File: config.mk
export PLATFORM = sky130hd
export DESIGN_NAME = gray_count_ctrl
export DESIGN_NICKNAME = d
export VERILOG_FILES = /design/src/rtl/gray_count_ctrl.sv
export SDC_FILE = /design/constraint.sdc
export NUM_CORES = 1
export LEC_CHECK = 0
export ABC_AREA = 1
export BUFFER_PORTS_ARGS = -buffer_cell sky130_fd_sc_hd__buf_4
export CAP_MARGIN = 20
export CORE_MARGIN = 4
export CORE_UTILIZATION = 55
export CTS_BUF_LIST = sky130_fd_sc_hd__clkbuf_8
export DETAILED_ROUTE_END_ITERATION = 10
export PLACE_DENSITY = 0.8
export SLEW_MARGIN = 20
export SYNTH_ARGS = -nofsm -noshare
export SYNTH_HDL_FRONTEND = slang
export SYNTH_SLANG_ARGS = --single-unit
File: constraint.sdc
create_clock -name clk -period 2.3 [get_ports clk]
set_input_delay 0.115 -clock clk [delete_from_list [all_inputs] [get_ports clk]]
set_output_delay 0.115 -clock clk [all_outputs]
set_load 0.05 [all_outputs]
File: src/rtl/gray_count_ctrl.sv
// gray_count_ctrl
// Command-driven sequencer around a binary counter whose value is also
// published in Gray code. START/STOP/PAUSE/RESUME steer an IDLE/RUN/PAUSE
// state machine. The counter runs from 0 up to a latched terminal value,
// either once (one-shot) or repeatedly (periodic). A saturating tally counts
// the completion pulses seen since the last START.

module gray_count_ctrl #(
  parameter int WIDTH   = 4,
  parameter int TALLY_W = 8
) (
  input  logic               clk,
  input  logic               rst,
  input  logic               cmd_valid,
  input  logic [1:0]         cmd_op,
  input  logic [WIDTH-1:0]   cmd_target,
  input  logic               cmd_periodic,
  output logic [WIDTH-1:0]   gray_count,
  output logic [WIDTH-1:0]   bin_count,
  output logic               busy,
  output logic               paused,
  output logic               done,
  output logic               err,
  output logic [TALLY_W-1:0] tally
);

  // Command opcodes as carried on cmd_op.
  localparam logic [1:0] OP_START  = 2'b00;
  localparam logic [1:0] OP_STOP   = 2'b01;
  localparam logic [1:0] OP_PAUSE  = 2'b10;
  localparam logic [1:0] OP_RESUME = 2'b11;

  localparam logic [WIDTH-1:0]   BIN_ZERO   = '0;
  localparam logic [WIDTH-1:0]   BIN_ONE    = {{(WIDTH-1){1'b0}}, 1'b1};
  localparam logic [TALLY_W-1:0] TALLY_ZERO = '0;
  localparam logic [TALLY_W-1:0] TALLY_ONE  = {{(TALLY_W-1){1'b0}}, 1'b1};
  localparam logic [TALLY_W-1:0] TALLY_MAX  = '1;

  typedef enum logic [1:0] {
    S_IDLE  = 2'b00,
    S_RUN   = 2'b01,
    S_PAUSE = 2'b10
  } state_t;

  // Architectural state.
  state_t             state_q,    state_d;
  logic [WIDTH-1:0]   bin_q,      bin_d;
  logic [WIDTH-1:0]   target_q,   target_d;
  logic               periodic_q, periodic_d;
  logic               done_q,     done_d;
  logic               err_q,      err_d;
  logic [TALLY_W-1:0] tally_q,    tally_d;

  // Command decode results.
  logic cmd_accept;
  logic cmd_reject;

  // Counter status helpers.
  logic               terminal_hit;
  logic [WIDTH-1:0]   bin_inc;
  logic [TALLY_W-1:0] tally_inc;

  // A command is accepted only in the state where it makes sense; anything
  // else is flagged through err and otherwise ignored, so a running count
  // keeps advancing underneath a rejected command.
  always_comb begin
    cmd_accept = 1'b0;
    cmd_reject = 1'b0;
    if (cmd_valid) begin
      unique case (cmd_op)
        OP_START:  cmd_accept = (state_q == S_IDLE);
        OP_STOP:   cmd_accept = (state_q == S_RUN) || (state_q == S_PAUSE);
        OP_PAUSE:  cmd_accept = (state_q == S_RUN);
        OP_RESUME: cmd_accept = (state_q == S_PAUSE);
        default:   cmd_accept = 1'b0;
      endcase
      cmd_reject = !cmd_accept;
    end
  end

  assign terminal_hit = (bin_q == target_q);
  assign bin_inc      = bin_q + BIN_ONE;
  assign tally_inc    = (tally_q == TALLY_MAX) ? tally_q : (tally_q + TALLY_ONE);

  // Next-state logic: an accepted command takes priority over the terminal
  // action, so STOP or PAUSE on the terminal edge produce no completion.
  always_comb begin
    state_d    = state_q;
    bin_d      = bin_q;
    target_d   = target_q;
    periodic_d = periodic_q;
    tally_d    = tally_q;
    done_d     = 1'b0;
    err_d      = cmd_reject;

    if (cmd_accept) begin
      unique case (cmd_op)
        OP_START: begin
          target_d   = cmd_target;
          periodic_d = cmd_periodic;
          bin_d      = BIN_ZERO;
          tally_d    = TALLY_ZERO;
          state_d    = S_RUN;
        end
        OP_STOP: begin
          bin_d   = BIN_ZERO;
          state_d = S_IDLE;
        end
        OP_PAUSE: begin
          state_d = S_PAUSE;
        end
        OP_RESUME: begin
          state_d = S_RUN;
        end
        default: begin
          state_d = state_q;
        end
      endcase
    end else if (state_q == S_RUN) begin
      if (terminal_hit) begin
        // Completion: wrap for periodic runs, park at the target otherwise.
        done_d  = 1'b1;
        tally_d = tally_inc;
        if (periodic_q) begin
          bin_d = BIN_ZERO;
        end else begin
          state_d = S_IDLE;
        end
      end else begin
        bin_d = bin_inc;
      end
    end
  end

  // State register; reset overrides any command presented in the same cycle.
  always_ff @(posedge clk) begin
    if (rst) begin
      state_q    <= S_IDLE;
      bin_q      <= BIN_ZERO;
      target_q   <= BIN_ZERO;
      periodic_q <= 1'b0;
      done_q     <= 1'b0;
      err_q      <= 1'b0;
      tally_q    <= TALLY_ZERO;
    end else begin
      state_q    <= state_d;
      bin_q      <= bin_d;
      target_q   <= target_d;
      periodic_q <= periodic_d;
      done_q     <= done_d;
      err_q      <= err_d;
      tally_q    <= tally_d;
    end
  end

  // Gray encoding of the registered count: each bit is the XOR of a binary
  // bit and its upper neighbour, the MSB passes straight through.
  generate
    for (genvar gi = 0; gi < WIDTH - 1; gi++) begin : g_gray
      assign gray_count[gi] = bin_q[gi] ^ bin_q[gi+1];
    end
  endgenerate
  assign gray_count[WIDTH-1] = bin_q[WIDTH-1];

  assign bin_count = bin_q;
  assign busy      = (state_q == S_RUN) || (state_q == S_PAUSE);
  assign paused    = (state_q == S_PAUSE);
  assign done      = done_q;
  assign err       = err_q;
  assign tally     = tally_q;

endmodule

* Yosys cells after proc, flatten, opt, wreduce, memory -nomap -nowiden
Cells that the tools add are included.
Widths: inputs -> output; s select.
** Storage, ports and cells
- Input port bits :: 10
- Word-level logic and storage cells :: 59
- Register bits after elaboration :: 21
** Cells by class
- Reduce and logical (&&, ||, !) cells :: 14
- $add $sub $neg :: 2
- Bitwise gates (word level) :: 5
- Eq/ne operators :: 12
- Multiplexer cells :: 19
** Operator list (number)
- $mux 8 :: 5
- $mux 4 :: 5
- $add 8x1->8 const B :: 1
- $eq 8x8->1 const B :: 1
- $mux 2 :: 4
- $eq 2x2->1 const B :: 3
- $pmux 2 s3 :: 1
- $reduce_and 3->1 :: 2
- $reduce_or 2->1 :: 3
- $add 4x1->4 const B :: 1
- $eq 2x1->1 const B :: 2
- $eq 4x4->1 :: 1
- $logic_not 2->1 :: 2
- $ne 2x1->1 const B :: 2
- $ne 2x2->1 const B :: 2
- $pmux 1 s4 :: 1
- $reduce_and 4->1 :: 1
- $reduce_bool 2->1 :: 2
- $mux 1 :: 3
- $ne 3x3->1 const B :: 1
- $reduce_or 3->1 :: 1
- $xor 1x1->1 :: 3
- $not 1->1 :: 2
- $reduce_and 2->1 :: 1
- other kinds (2) :: 2

* Depth between registers and ports, before layout
- Depth in word-level cells :: 7
- Depth in mapped cells :: 13
- Mapped depth without buffers :: 13

* Least setup slack after synthesis
No wires, ideal clock.
- Kind :: reg-to-reg
- From :: register state_q[0]
- To :: register tally_q[0] (netlist: tally[0])
- Buffers on the path :: 0
- Period minus slack after synthesis :: 2.010 ns
- Stages on the path, launching flop included :: 14
- Path slack :: 0.290 ns
- Required time :: 2.185 ns
- Arrival time :: 1.895 ns
- Path through :: dfxtp_1 > inv_1 > ha_1 > nand2_1 > nand2_1 > inv_1 > nand2_1 > nand3_2 > nand2_1 > nand2_2 > nand2_4 > clkinv_2 > nor2_1 > nor2_1
** Between the ends
- Word-level cells in the longest chain between the ends :: 7
** RTL lines
- start: declaration :: line 46 : state_t state_q, state_d;
- start signal: assignment :: line 146 : state_q <= state_d;
- $eq 2x1->1 / $eq 2x2->1 (equally long branches)
- $logic_or 1x1->1 *
- via busy :: line 20 : output logic busy,
- $pmux 1 s4 * :: line 70 : unique case (cmd_op)
- $mux 1 * (2 in series) :: line 69 : if (cmd_valid) begin
- $ne 2x1->1 (no source line) (tied with other cells)
- $reduce_and 4->1 (no source line)
- end signal: assignment :: line 152 : tally_q <= tally_d;
- end: declaration :: line 52 : logic [TALLY_W-1:0] tally_q, tally_d;
Mark *: on every way through the listed nets, which the timed path passes. The rest lies on a longest branch. The select of a mux whose other input is x is not followed.
A chain may end at the register's enable or synchronous reset.

* Worst setup path after layout
- From :: register state_q[0]
- To :: register tally_q[0] (netlist: tally[0])
** Between the ends
- Word-level cells in the longest chain between the ends :: 7
** RTL lines
- $eq 2x1->1 / $eq 2x2->1 (equally long branches)
- $logic_or 1x1->1 :: line 72 : OP_STOP: cmd_accept = (state_q == S_RUN) || (state_q == S_PAUSE);
- $pmux 1 s4 :: line 70
- $mux 1 (2 in series) :: line 69
- $ne 2x1->1 (no source line) (tied with other cells)
- $reduce_and 4->1 (no source line)
Several ways; a longest one is shown, not always the timed one. The select of a mux whose other input is x is not followed.

==> results.md <==
* Met3 routed WL at 137 microns
* Post-DP HPWL at 2280 microns
* Pwr per Cell Area at 569 nW/um^2
* Post-Layout Cell Count at 276
* Number of detailed-route iterations in the first pass at 4
* First-pass GRT wire length at 4870 microns
* Post-place setup slack at 0.292 ns
* Final WL at 2910 microns
* Starting Density at 57.3%
* Most common library cells after synthesis: nand2_1 (52), inv_1 (36), nand3_1 (22), nor2_1 (22), dfxtp_1 (21)
* Fin crit period at 2.02 ns
* Slew Limit Fails at 0
* Synth Cell Area at 1410 sq um
* Mapped Cells at 218
* Layout Skew at 0.000809 ns
* Setup crit start kind: flip-flop
* Clock root cell: clkbuf_8
* Critical path's largest stage delay at 0.36 ns
* Synth cell types at 25
* Slowest CP cell: dfxtp_1
* Ys flop type: dfxtp_1
* Chip height at 58.6 microns
* Slew headroom at 77.1%
* Clock buffer depth at 2
* Maxcap violations at 0
* Area grow syn2layout at 19.6%
* WL met1 at 1410 microns
* Global Route Usage Sum at 18.1%
* Syn. warnings at 0
* Max VDD drop at 0.406 mV
* Clk_lat worst skew at 0.26 ns
* Post-CTS setup buffers at 0
* Drt wl/cell at 10.5 microns
* Unrepaired setup endpoints after global routing: no
* Gates resized, CTS repair at 0
* WP buf/inv at 3
* Top cells by area, synth: dfxtp_1 (30%), nand2_1 (14%), inv_1 (9.6%)
* Hold buffer count at CTS at 0
* DR vias/cell at 4.97
* Via count at 1,372
* Top Metal Used: met4
* CP Data Arrival Time at 2.18 ns
* RePlAce Congestion at 0.863
* Syn_area_per_cell at 6.45 sq um
* Vias in the first global route at 1,131
* Worst setup margin at 0.279 ns
* Critical-path maximum fanout at 17
* WL met2 at 1350 microns
* Status: finished, final reports clean
* Drc violations at 0
* Crit path cell chain: inv_1, ha_1, nand2_1, nand2_1, inv_1, nand2_1, nand3_2, nand2_1, nand2_2, nand2_4, clkinv_2, nor2_1, nor2_1
* Nets at 267
* Post-route ant nets at 0
* Achievable frequency at 495 MHz
* Top-area cell type share of the netlist area at 29.9%
* Tcrit/Tclk final at 87.9%
* EDFF count, synth at 0
* Critical path class: flip-flop to flip-flop
* HP Class: primary input to flip-flop
* Num Clock Sinks at 21
* Setup violations, final at 0
* Sequential-to-total area share from yosys stat at 29.9%
* Grt ovf at 0
* Final Hold Vio Count at 0
* Initial DRC Count at 60
* # rows at 18
* Worst slew pin tran at 0.342 ns
* Largest net degree at the start of global routing at 18
* CP most frequent cell: nand2_1
* Leak at 0.884 nW
* IO Port Bufs at 29
* Inst Count DP at 272
* Top cell type by total area after synthesis: dfxtp_1
* #FFs+latches synth at 21
* Count leader, synth: nand2_1
* Setup crit end kind: flip-flop
* Core Footprint at 2450 sq um
* Ant. Diodes at 0
* H-tree depth at 1
* Setup Total Neg Slack at 0 ns
* Area of the die at 3430 sq um
* I/O pins at 30
* Die width at 58.6 microns
* Syn Nets at 238
* CTS clock-pin slew for the worst setup and hold paths at 0.08 ns
* Initial antenna violation count at 0
* WP data required at 2.46 ns
* Clock tree from TritonCTS: done
* Top delay family on crit path: simple AND/OR/NAND/NOR gates
* Share of layout cells above drive strength 1 at 19.9%
* Asr flop ratio synth at 0%
* TritonCTS buffer count at 3
## stage by stage
step	instance area [sq um]	power, mW	utilization, %	hold WS (ns)
floorplan	1410	0.642	-	0.239
global placement	1640	0.715	66.6	0.375
detailed placement	1640	0.719	66.6	0.377
CTS	1680	0.964	68.5	0.102
global route	1680	1.01	68.5	0.108
finish	1680	0.957	68.5	0.101
## worst reg2reg max path, stage by stage (launching register included)
cell and delay (ns):
dfxtp_1 0.36, inv_1 0.07, ha_1 0.29, nand2_1 0.05
nand2_1 0.05, inv_1 0.04, nand2_1 0.11, nand3_2 0.30
nand2_1 0.18, nand2_2 0.12, nand2_4 0.14, clkinv_2 0.08
nor2_1 0.08, nor2_1 0.05
## flip-flops by register name, indices dropped and copies added, names as in the netlist
signal      count
periodic_q      1
state_q         2
err             1
bin_count       4
done            1
target_q        4
tally           8
## cell families after synthesis
group	share of synthesized area, %
XOR/XNOR	3.11
buffers and inverters	13.2
AO/OA/AOI/OAI	9.34
flip-flops	29.9
AND/OR/NAND/NOR	35.6
adder cells (fa/ha/maj)	8.90
## final cells by class
cell class                 count  area (sq um)
clock buffer                   3          41.3
clock inverter                 1          5.00
fill                         233           773
inverter                      40           151
multi-input combinational    151           801
sequential                    21           420
tap                           30          37.5
timing repair buffer          30           225
## power breakdown
| part | total (mW) | switching, mW | leakage, nW | internal (mW) |
|---|---|---|---|---|
| clock network | 0.248 | 0.127 | 0.0255 | 0.121 |
| logic | 0.306 | 0.209 | 0.688 | 0.0967 |
| registers | 0.404 | 0.0228 | 0.171 | 0.381 |
## routing by layer
metal  up-vias  GRT usage (%)
met1       616           25.4
li1        729              -
met4         0           5.96
met2        25           27.9
met5         -              0
met3         2           3.29
## placed cells by master (no fill, tap or decap)
master	synthesis	routed
a21oi_1	14	14
buf_4	2	30
clkbuf_8	0	3
clkinv_2	1	2
dfxtp_1	21	21
ha_1	10	10
inv_1	36	36
inv_2	3	3
nand2_1	52	52
nand2_2	5	5
nand2_4	1	1
nand3_1	22	22
nand3_2	1	1
nand4_1	3	3
nor2_1	22	22
nor2_2	1	1
nor3_1	2	2
nor4_1	1	1
o21ai_0	6	6
o21ai_4	1	1
o21bai_1	2	2
or2_0	1	1
or2_2	2	2
xor2_1	5	5
## path summary, 6_finish.rpt
check | slack, ns | endpoint | start | cells after the start
setup / recovery | 0.28 | tally[0] | state_q[0] | 13
hold reg to reg | 0.47 | target_q[2] | target_q[2] | 2
setup reg to reg | 0.28 | tally[0] | state_q[0] | 13
hold / removal | 0.10 | tally[5] | rst | 2
Power figures use the tool's default switching activity.
